`src/rtl/div_pkg.sv`:
```
`default_nettype none
// ---------------------------------------------------------------------------
// div_pkg : shared widths, iteration count and FSM encoding for div_unit
// Revision: 1.0
// ---------------------------------------------------------------------------
package div_pkg;

  localparam int DIV_WIDTH  = 32;
  localparam int ITER_COUNT = DIV_WIDTH;
  localparam int CNT_W      = 6;

  typedef enum logic [2:0] {
    S_IDLE  = 3'd0,
    S_PREP  = 3'd1,
    S_ITER  = 3'd2,
    S_FIXUP = 3'd3,
    S_DONE  = 3'd4
  } state_e;

endpackage : div_pkg
`default_nettype wire

```
`src/rtl/div_step.sv`:
```
`default_nettype none
// ---------------------------------------------------------------------------
// div_step : one restoring shift-subtract step on unsigned magnitudes
// Revision: 1.0
// ---------------------------------------------------------------------------
module div_step
  import div_pkg::*;
#(
  parameter int WIDTH = DIV_WIDTH
) (
  input  logic [WIDTH-1:0] rem_i,
  input  logic [WIDTH-1:0] quo_i,
  input  logic [WIDTH-1:0] dvsr_i,
  output logic [WIDTH-1:0] rem_o,
  output logic [WIDTH-1:0] quo_o
);

  logic [WIDTH:0] w_shifted;
  logic [WIDTH:0] w_diff;
  logic           w_neg;

  // rem_i < dvsr_i, so the shifted value never overflows WIDTH bits and
  // bit WIDTH of the difference is a clean borrow flag.
  assign w_shifted = {rem_i, quo_i[WIDTH-1]};
  assign w_diff    = w_shifted - {1'b0, dvsr_i};
  assign w_neg     = w_diff[WIDTH];

  assign rem_o = w_neg ? w_shifted[WIDTH-1:0] : w_diff[WIDTH-1:0];
  assign quo_o = {quo_i[WIDTH-2:0], ~w_neg};

endmodule : div_step
`default_nettype wire

```
`src/rtl/div_unit.sv`:
```
`default_nettype none
// ---------------------------------------------------------------------------
// div_unit : multi-cycle signed restoring divider, result = {remainder, quotient}
// Revision: 1.0
// ---------------------------------------------------------------------------
module div_unit
  import div_pkg::*;
#(
  parameter int WIDTH = DIV_WIDTH
) (
  input  logic               Clock,
  input  logic               Clear,
  input  logic               start,
  input  logic [WIDTH-1:0]   dividend,
  input  logic [WIDTH-1:0]   divisor,
  output logic               busy,
  output logic               done,
  output logic               div_by_zero,
  output logic [2*WIDTH-1:0] result
);

  localparam int N_ITER = (WIDTH == DIV_WIDTH) ? ITER_COUNT : WIDTH;
  localparam logic [CNT_W-1:0] LAST_ITER = CNT_W'(N_ITER - 1);

  state_e             state_q;
  logic [WIDTH-1:0]   a_q, b_q;
  logic [WIDTH-1:0]   rem_q, quo_q, dvsr_q;
  logic               qneg_q, rneg_q;
  logic [CNT_W-1:0]   cnt_q;
  logic               busy_q, done_q, dbz_q;
  logic [2*WIDTH-1:0] result_q;

  logic [WIDTH-1:0]   rem_d, quo_d;
  logic [WIDTH-1:0]   w_rem_fix, w_quo_fix;

  div_step #(.WIDTH(WIDTH)) u_step (
    .rem_i  (rem_q),
    .quo_i  (quo_q),
    .dvsr_i (dvsr_q),
    .rem_o  (rem_d),
    .quo_o  (quo_d)
  );

  assign w_rem_fix = rneg_q ? (~rem_q + 1'b1) : rem_q;
  assign w_quo_fix = qneg_q ? (~quo_q + 1'b1) : quo_q;

  always_ff @(posedge Clock or negedge Clear) begin
    if (!Clear) begin
      state_q  <= S_IDLE;
      a_q      <= '0;
      b_q      <= '0;
      rem_q    <= '0;
      quo_q    <= '0;
      dvsr_q   <= '0;
      qneg_q   <= 1'b0;
      rneg_q   <= 1'b0;
      cnt_q    <= '0;
      busy_q   <= 1'b0;
      done_q   <= 1'b0;
      dbz_q    <= 1'b0;
      result_q <= '0;
    end else begin
      done_q <= 1'b0;
      unique case (state_q)
        S_IDLE: begin
          if (start) begin
            a_q     <= dividend;
            b_q     <= divisor;
            busy_q  <= 1'b1;
            state_q <= S_PREP;
          end
        end
        S_PREP: begin
          qneg_q <= a_q[WIDTH-1] ^ b_q[WIDTH-1];
          rneg_q <= a_q[WIDTH-1];
          rem_q  <= '0;
          quo_q  <= a_q[WIDTH-1] ? (~a_q + 1'b1) : a_q;
          dvsr_q <= b_q[WIDTH-1] ? (~b_q + 1'b1) : b_q;
          cnt_q  <= '0;
          if (b_q == '0) begin
            // Divide-by-zero bypasses iteration: all-ones quotient, raw dividend as remainder.
            result_q <= {a_q, {WIDTH{1'b1}}};
            dbz_q    <= 1'b1;
            done_q   <= 1'b1;
            state_q  <= S_DONE;
          end else begin
            dbz_q   <= 1'b0;
            state_q <= S_ITER;
          end
        end
        S_ITER: begin
          rem_q <= rem_d;
          quo_q <= quo_d;
          cnt_q <= cnt_q + 1'b1;
          if (cnt_q == LAST_ITER) begin
            state_q <= S_FIXUP;
          end
        end
        S_FIXUP: begin
          result_q <= {w_rem_fix, w_quo_fix};
          done_q   <= 1'b1;
          cnt_q    <= '0;
          state_q  <= S_DONE;
        end
        S_DONE: begin
          busy_q  <= 1'b0;
          state_q <= S_IDLE;
        end
        default: begin
          busy_q  <= 1'b0;
          state_q <= S_IDLE;
        end
      endcase
    end
  end

  assign busy        = busy_q;
  assign done        = done_q;
  assign div_by_zero = dbz_q;
  assign result      = result_q;

endmodule : div_unit
`default_nettype wire

```
`config.mk`:
```
export PLATFORM = sky130hd
export DESIGN_NAME = div_unit
export DESIGN_NICKNAME = d
export VERILOG_FILES = /design/src/rtl/div_pkg.sv /design/src/rtl/div_step.sv /design/src/rtl/div_unit.sv
export SDC_FILE = /design/constraint.sdc
export NUM_CORES = 1
export LEC_CHECK = 0
export ABC_CLOCK_PERIOD_IN_PS = 3900
export CORE_ASPECT_RATIO = 1.25
export CORE_MARGIN = 2
export CORE_UTILIZATION = 49
export DETAILED_ROUTE_END_ITERATION = 16
export PLACE_DENSITY = 0.7
export RECOVER_POWER = 100
export SYNTH_ARGS = -nofsm -noshare
export SYNTH_HDL_FRONTEND = slang
export SYNTH_SLANG_ARGS = --single-unit
```
`constraint.sdc`:
```
create_clock -name Clock -period 3.9 [get_ports Clock]
set_input_delay 0.39 -clock Clock [delete_from_list [all_inputs] [get_ports Clock]]
set_output_delay 0.39 -clock Clock [all_outputs]
set_load 0.05 [all_outputs]
```
Word-level counts from Yosys, hierarchy flattened
Index checks and enable logic that the tools add are counted.

Register bits after elaboration: 238. Input bits: 67. Output and inout port bits: 67. Word-level logic and storage cells: 62.

Add/sub/neg operators: 6. Eq/ne operators: 7. Multiplexer cells: 18. Bitwise operators: 7. Reductions and logical operators: 11.

Operators by type and width (count): 32-bit 2-to-1 mux (5); 32-bit by 1-bit adder with 32-bit output, second input constant (4); 32-bit inverter (4); 32-bit one-hot mux with 2 select lines (2); 64-bit one-hot mux with 2 select lines (1); 64-bit 2-to-1 mux (1); 33-bit by 32-bit subtractor with 33-bit output (1); 32-bit zero test (1); 3-bit one-hot mux with 4 select lines (1); 6-bit one-hot mux with 2 select lines (1); 3-bit 2-to-1 mux (3); 2-bit AND reduction (4); 6-bit by 1-bit adder with 6-bit output, second input constant (1); 3-bit by 2-bit == test with 1-bit output, second input constant (2); 6-bit by 5-bit == test with 1-bit output, second input constant (1); 2-bit inequality test, second input constant (3); 2-bit nonzero test (3); 1-bit one-hot mux with 2 select lines (2); 3-bit by 1-bit == test with 1-bit output, second input constant (1); 3-bit zero test (1); 3-bit OR reduction (1); 1-bit 2-to-1 mux (2); 1-bit inverter (2); 2-bit OR reduction (1); 1-bit bitwise XOR (1).

Depth between registers and ports, before layout
Depth in word-level cells: 4. Depth in mapped cells: 12. Gate-level depth less buffers: 11.

Modules after synthesis
Synthesis repeated with hierarchy kept, for this count alone.

Cell total of the unflattened synthesis: 1525. Area total of the unflattened synthesis: 14711.6 µm².

Modules (own cells, without submodules): div_unit (times used 1, cells an instance 1183, area an instance 12223.0 µm², seq. area each 5955.7 µm²); div_step (times used 1, cells an instance 342, area an instance 2488.6 µm², seq. area each 0.0 µm²).

Least setup slack after synthesis
Ideal clock, no wire load.

Kind: reg2reg. From: register b_q[7]. To: register result_q[52] (netlist: result[52]). Library setup time: 0.123 ns. Data arrival time: 3.184 ns. Required time: 3.777 ns. Path slack: 0.594 ns. Stages on the path, launching flop included: 9. Buffers on the path: 2. Period minus slack after synthesis: 3.306 ns. Cells stage by stage: dfrtp_1 > or4_1 > or2_1 > or4_4 > or4_4 > or4_4 > buf_6 > buf_2 > o221a_2.

Cells in the longest elaborated chain, start to end: 3.

Ends and longest elaborated chain: from (decl) (RTL line div_unit.sv:26) `logic [WIDTH-1:0] a_q, b_q;`; from (signal assigned) (RTL line div_unit.sv:68) `b_q <= divisor;`; 32-bit zero test (RTL line div_unit.sv:80) `if (b_q == '0) begin`; 2-bit inequality test (no source line); 2-bit AND reduction (no source line); to (signal assigned) (RTL line div_unit.sv:82) `result_q <= {a_q, {WIDTH{1'b1}}};`; to (signal assigned) (RTL line div_unit.sv:100) `result_q <= {w_rem_fix, w_quo_fix};`; to (decl) (RTL line div_unit.sv:31) `logic [2*WIDTH-1:0] result_q;`.

Every way passes these cells. A chain may end at the register's enable or synchronous reset.

Worst setup path in the final report
From: register b_q[6]. To: register result_q[32] (netlist: result[32]).

Same word-level chain as after synthesis.

==> metrics.txt <==
status finished with violations; violated checks max-capacitance violations, max-slew violations; routed vias/inst 5.76; Fin Hold WS 0.443 ns; Netlist cell types 63; vias 11.1k; number of DRC markers in iteration 0 626; Max Cap Viol 5; per-cell routed wire length 17.5 um; initial core utilization 49.8%; maximum VDD drop 0.440 mV; crit path DAT 4.09 ns; initial antenna violation count 0; row cnt 68; period utilization 94.3%; Main synth FF type dfrtp_1; Synth Net Count 1566; final core area utilization 58.7%; relative max-transition margin -47.6%; cell count after synthesis 1461; Die H 191 um; min setup slack post-route 0.220 ns; dpl ws 0.288 ns; area delta synth->final 17.8%; clock sinks 238; htree depth 1; Final Slew Violations 280; first-pass GRT wire length 56.6 mm; Final setup viols 0; vias in the first global route 11.1k; post-synth top area share 43.3%; Setup Skew 0.0300 ns; GRT Resource Usage Total 23.3%; Initial DRT Pass Iterations 5; pin count of the biggest net entering global routing 93; Post-CTS Setup Bufs 0; antenna cells 0; area leader, netlist dfrtp_1; I/O pins 134; total CTS buffers 25; Placer Congestion 0.883; Synth Register Bits 238; clk_lat worst skew 0.53 ns; GRT overflow 0; core box area 27600 sq um; DRC 0; die width 154 um; Max Fclk 0.272 GHz; CP Class reg2reg; ys async rst share 100%; Port Buf Inserts 133; LEAKAGE 0.00682 uW; post-layout net count 1677; setup TNS 0 ns; clk slew on worst S/H paths 0.06 ns; Synth Cell Area 13700 sq um; Post-synth EDFFs 0; startpoint types register; share of post-route cells with drive strength above 1 9.34%; Final Hold Fails 0; hold crit path type in2reg; Post-CTS Resized 0; nature of the critical path endpoint register; fin crit period 3.68 ns; top cells by area, synth dfrtp_1, o21ai_0, xor2_1, mux2_2, nand2_1; total power 16700 uW; Required @ worst endpoint 4.31 ns; die footprint 29400 sq um; CP max FO 29; Cell Pwr Density 1030 nW/um^2; RSZ-0062 raised after global routing false; Seq/Total Area, Yosys 43.3%; CTS tree yes; Routed WL 33.8 mm; Yosys warning total 0; post-DP HPWL 24.6 mm; clock buffer depth 3; clock tree root driver cell clkbuf_16; Avg Inst Size Synth 9.40 sq um; Least-Margin Pin Slew 2.21 ns; number of routed nets with antenna violations 0
## registers in the layout, summed over array words and instances, names as in the netlist
signal and count:
busy 1, state_q 3, quo_q 32, rem_q 32, rneg_q 1, dvsr_q 32, cnt_q 6, done 1
b_q 32, a_q 32, qneg_q 1, result 64, div_by_zero 1
## path summary, 6_finish.rpt
path	cells after the start	from	endpoint	slack, ns
max	8	b_q[6]	result[32]	0.22
min	3	dividend[1]	a_q[1]	0.44
max reg2reg	8	b_q[6]	result[32]	0.22
min reg2reg	2	dvsr_q[6]	dvsr_q[6]	0.48
max in group asynchronous	3	Clear	result[41]	0.78
min in group asynchronous	2	Clear	result[7]	1.04
## metrics by stage
| step | cell area [sq um] | cells |
|---|---|---|
| floorplan | 13700 | 1461 |
| global placement | 15500 | 1894 |
| detailed placement | 15500 | 1894 |
| CTS | 16200 | 1935 |
| global route | 16200 | 1935 |
| finish | 16200 | 1935 |
## power by group
part	internal (uW)	switching [uW]
combinational	3920	5500
sequential	3630	1380
clock	1350	948
## Yosys cell counts (5+ instances only)
library cell,count
nand4_1,10
o22ai_1,16
or4_1,18
a21o_1,6
dfrtp_1,238
buf_2,6
nand3_1,20
inv_1,51
a32oi_1,10
and2_1,5
mux2i_1,23
nor3_1,27
nand2_1,161
xor2_1,97
ha_1,37
a22oi_1,32
nor2_1,79
o21a_1,6
mux2_2,60
a31oi_1,9
a21oi_1,58
a211oi_1,9
clkbuf_1,71
xnor2_1,49
o221a_2,8
o41ai_1,22
nand2b_1,17
o31ai_1,41
nor4_1,9
or3_1,14
o21ai_0,184
o211ai_1,8
## cells by family (layout without fill, tap and decap cells)
family          count (synthesis)  after routing  synth area share, %
simple gates                  385            385                 13.2
flops                         238            238                 43.3
mux                            83             83                 6.59
xor+xnor                      146            146                 9.31
buf+inv                       136            260                 4.09
fa+ha+maj                      38             38                 3.52
compound gates                435            435                 19.9
## cell type report
cell class | count | area (sq um)
Multi-Input combinational cell | 1087 | 7230
Fill cell | 2461 | 11400
Timing Repair Buffer | 169 | 1610
Clock inverter | 2 | 35.0
Sequential cell | 238 | 5960
Clock buffer | 38 | 734
Inverter | 51 | 191
Tap cell | 350 | 438
## per-layer routing
| metal | share of wire (%) | routed length [um] | track usage (%) | vias up |
|---|---|---|---|---|
| met5 | 0 | 0 | 0 | - |
| met1 | 44 | 14700 | 29.9 | 5317 |
| met4 | 2.4 | 797 | 6.07 | 0 |
| met2 | 50 | 16900 | 41.9 | 267 |
| li1 | - | - | - | 5500 |
| met3 | 3.9 | 1330 | 2.38 | 54 |
## what timing repair did
| item | CTS | global route |
|---|---|---|
| hold endpoints to repair | 84 | 0 |
| hold buffers | 1 | 0 |
| endpoints found under the setup margin | 0 | 0 |
## layout by cell type, fill, tap and decap left out, drive strengths merged, types with 21 or more instances in the layout
| cell type | synthesis | routed |
|---|---|---|
| o41ai | 22 | 22 |
| o31ai | 41 | 41 |
| nor3 | 27 | 27 |
| xor2 | 97 | 97 |
| a22oi | 32 | 32 |
| nand2 | 162 | 162 |
| buf | 14 | 26 |
| mux2i | 23 | 23 |
| o21ai | 185 | 185 |
| nor2 | 80 | 80 |
| dlygate4sd3 | 0 | 68 |
| or4 | 21 | 21 |
| clkbuf | 71 | 48 |
| dfrtp | 238 | 238 |
| inv | 51 | 51 |
| ha | 37 | 37 |
| clkdlybuf4s50 | 0 | 65 |
| mux2 | 60 | 60 |
| a21oi | 58 | 58 |
| xnor2 | 49 | 49 |
## worst max-delay path, stage by stage (launching register included)
cell,delay (ns)
dfrtp_1,0.44
or4_1,0.54
or2_0,0.27
or4_4,0.45
or4_4,0.60
or4_4,0.64
nand2_4,0.34
nor2_1,0.08
a221oi_1,0.22
No activity file was read; power rests on OpenSTA's default activity.
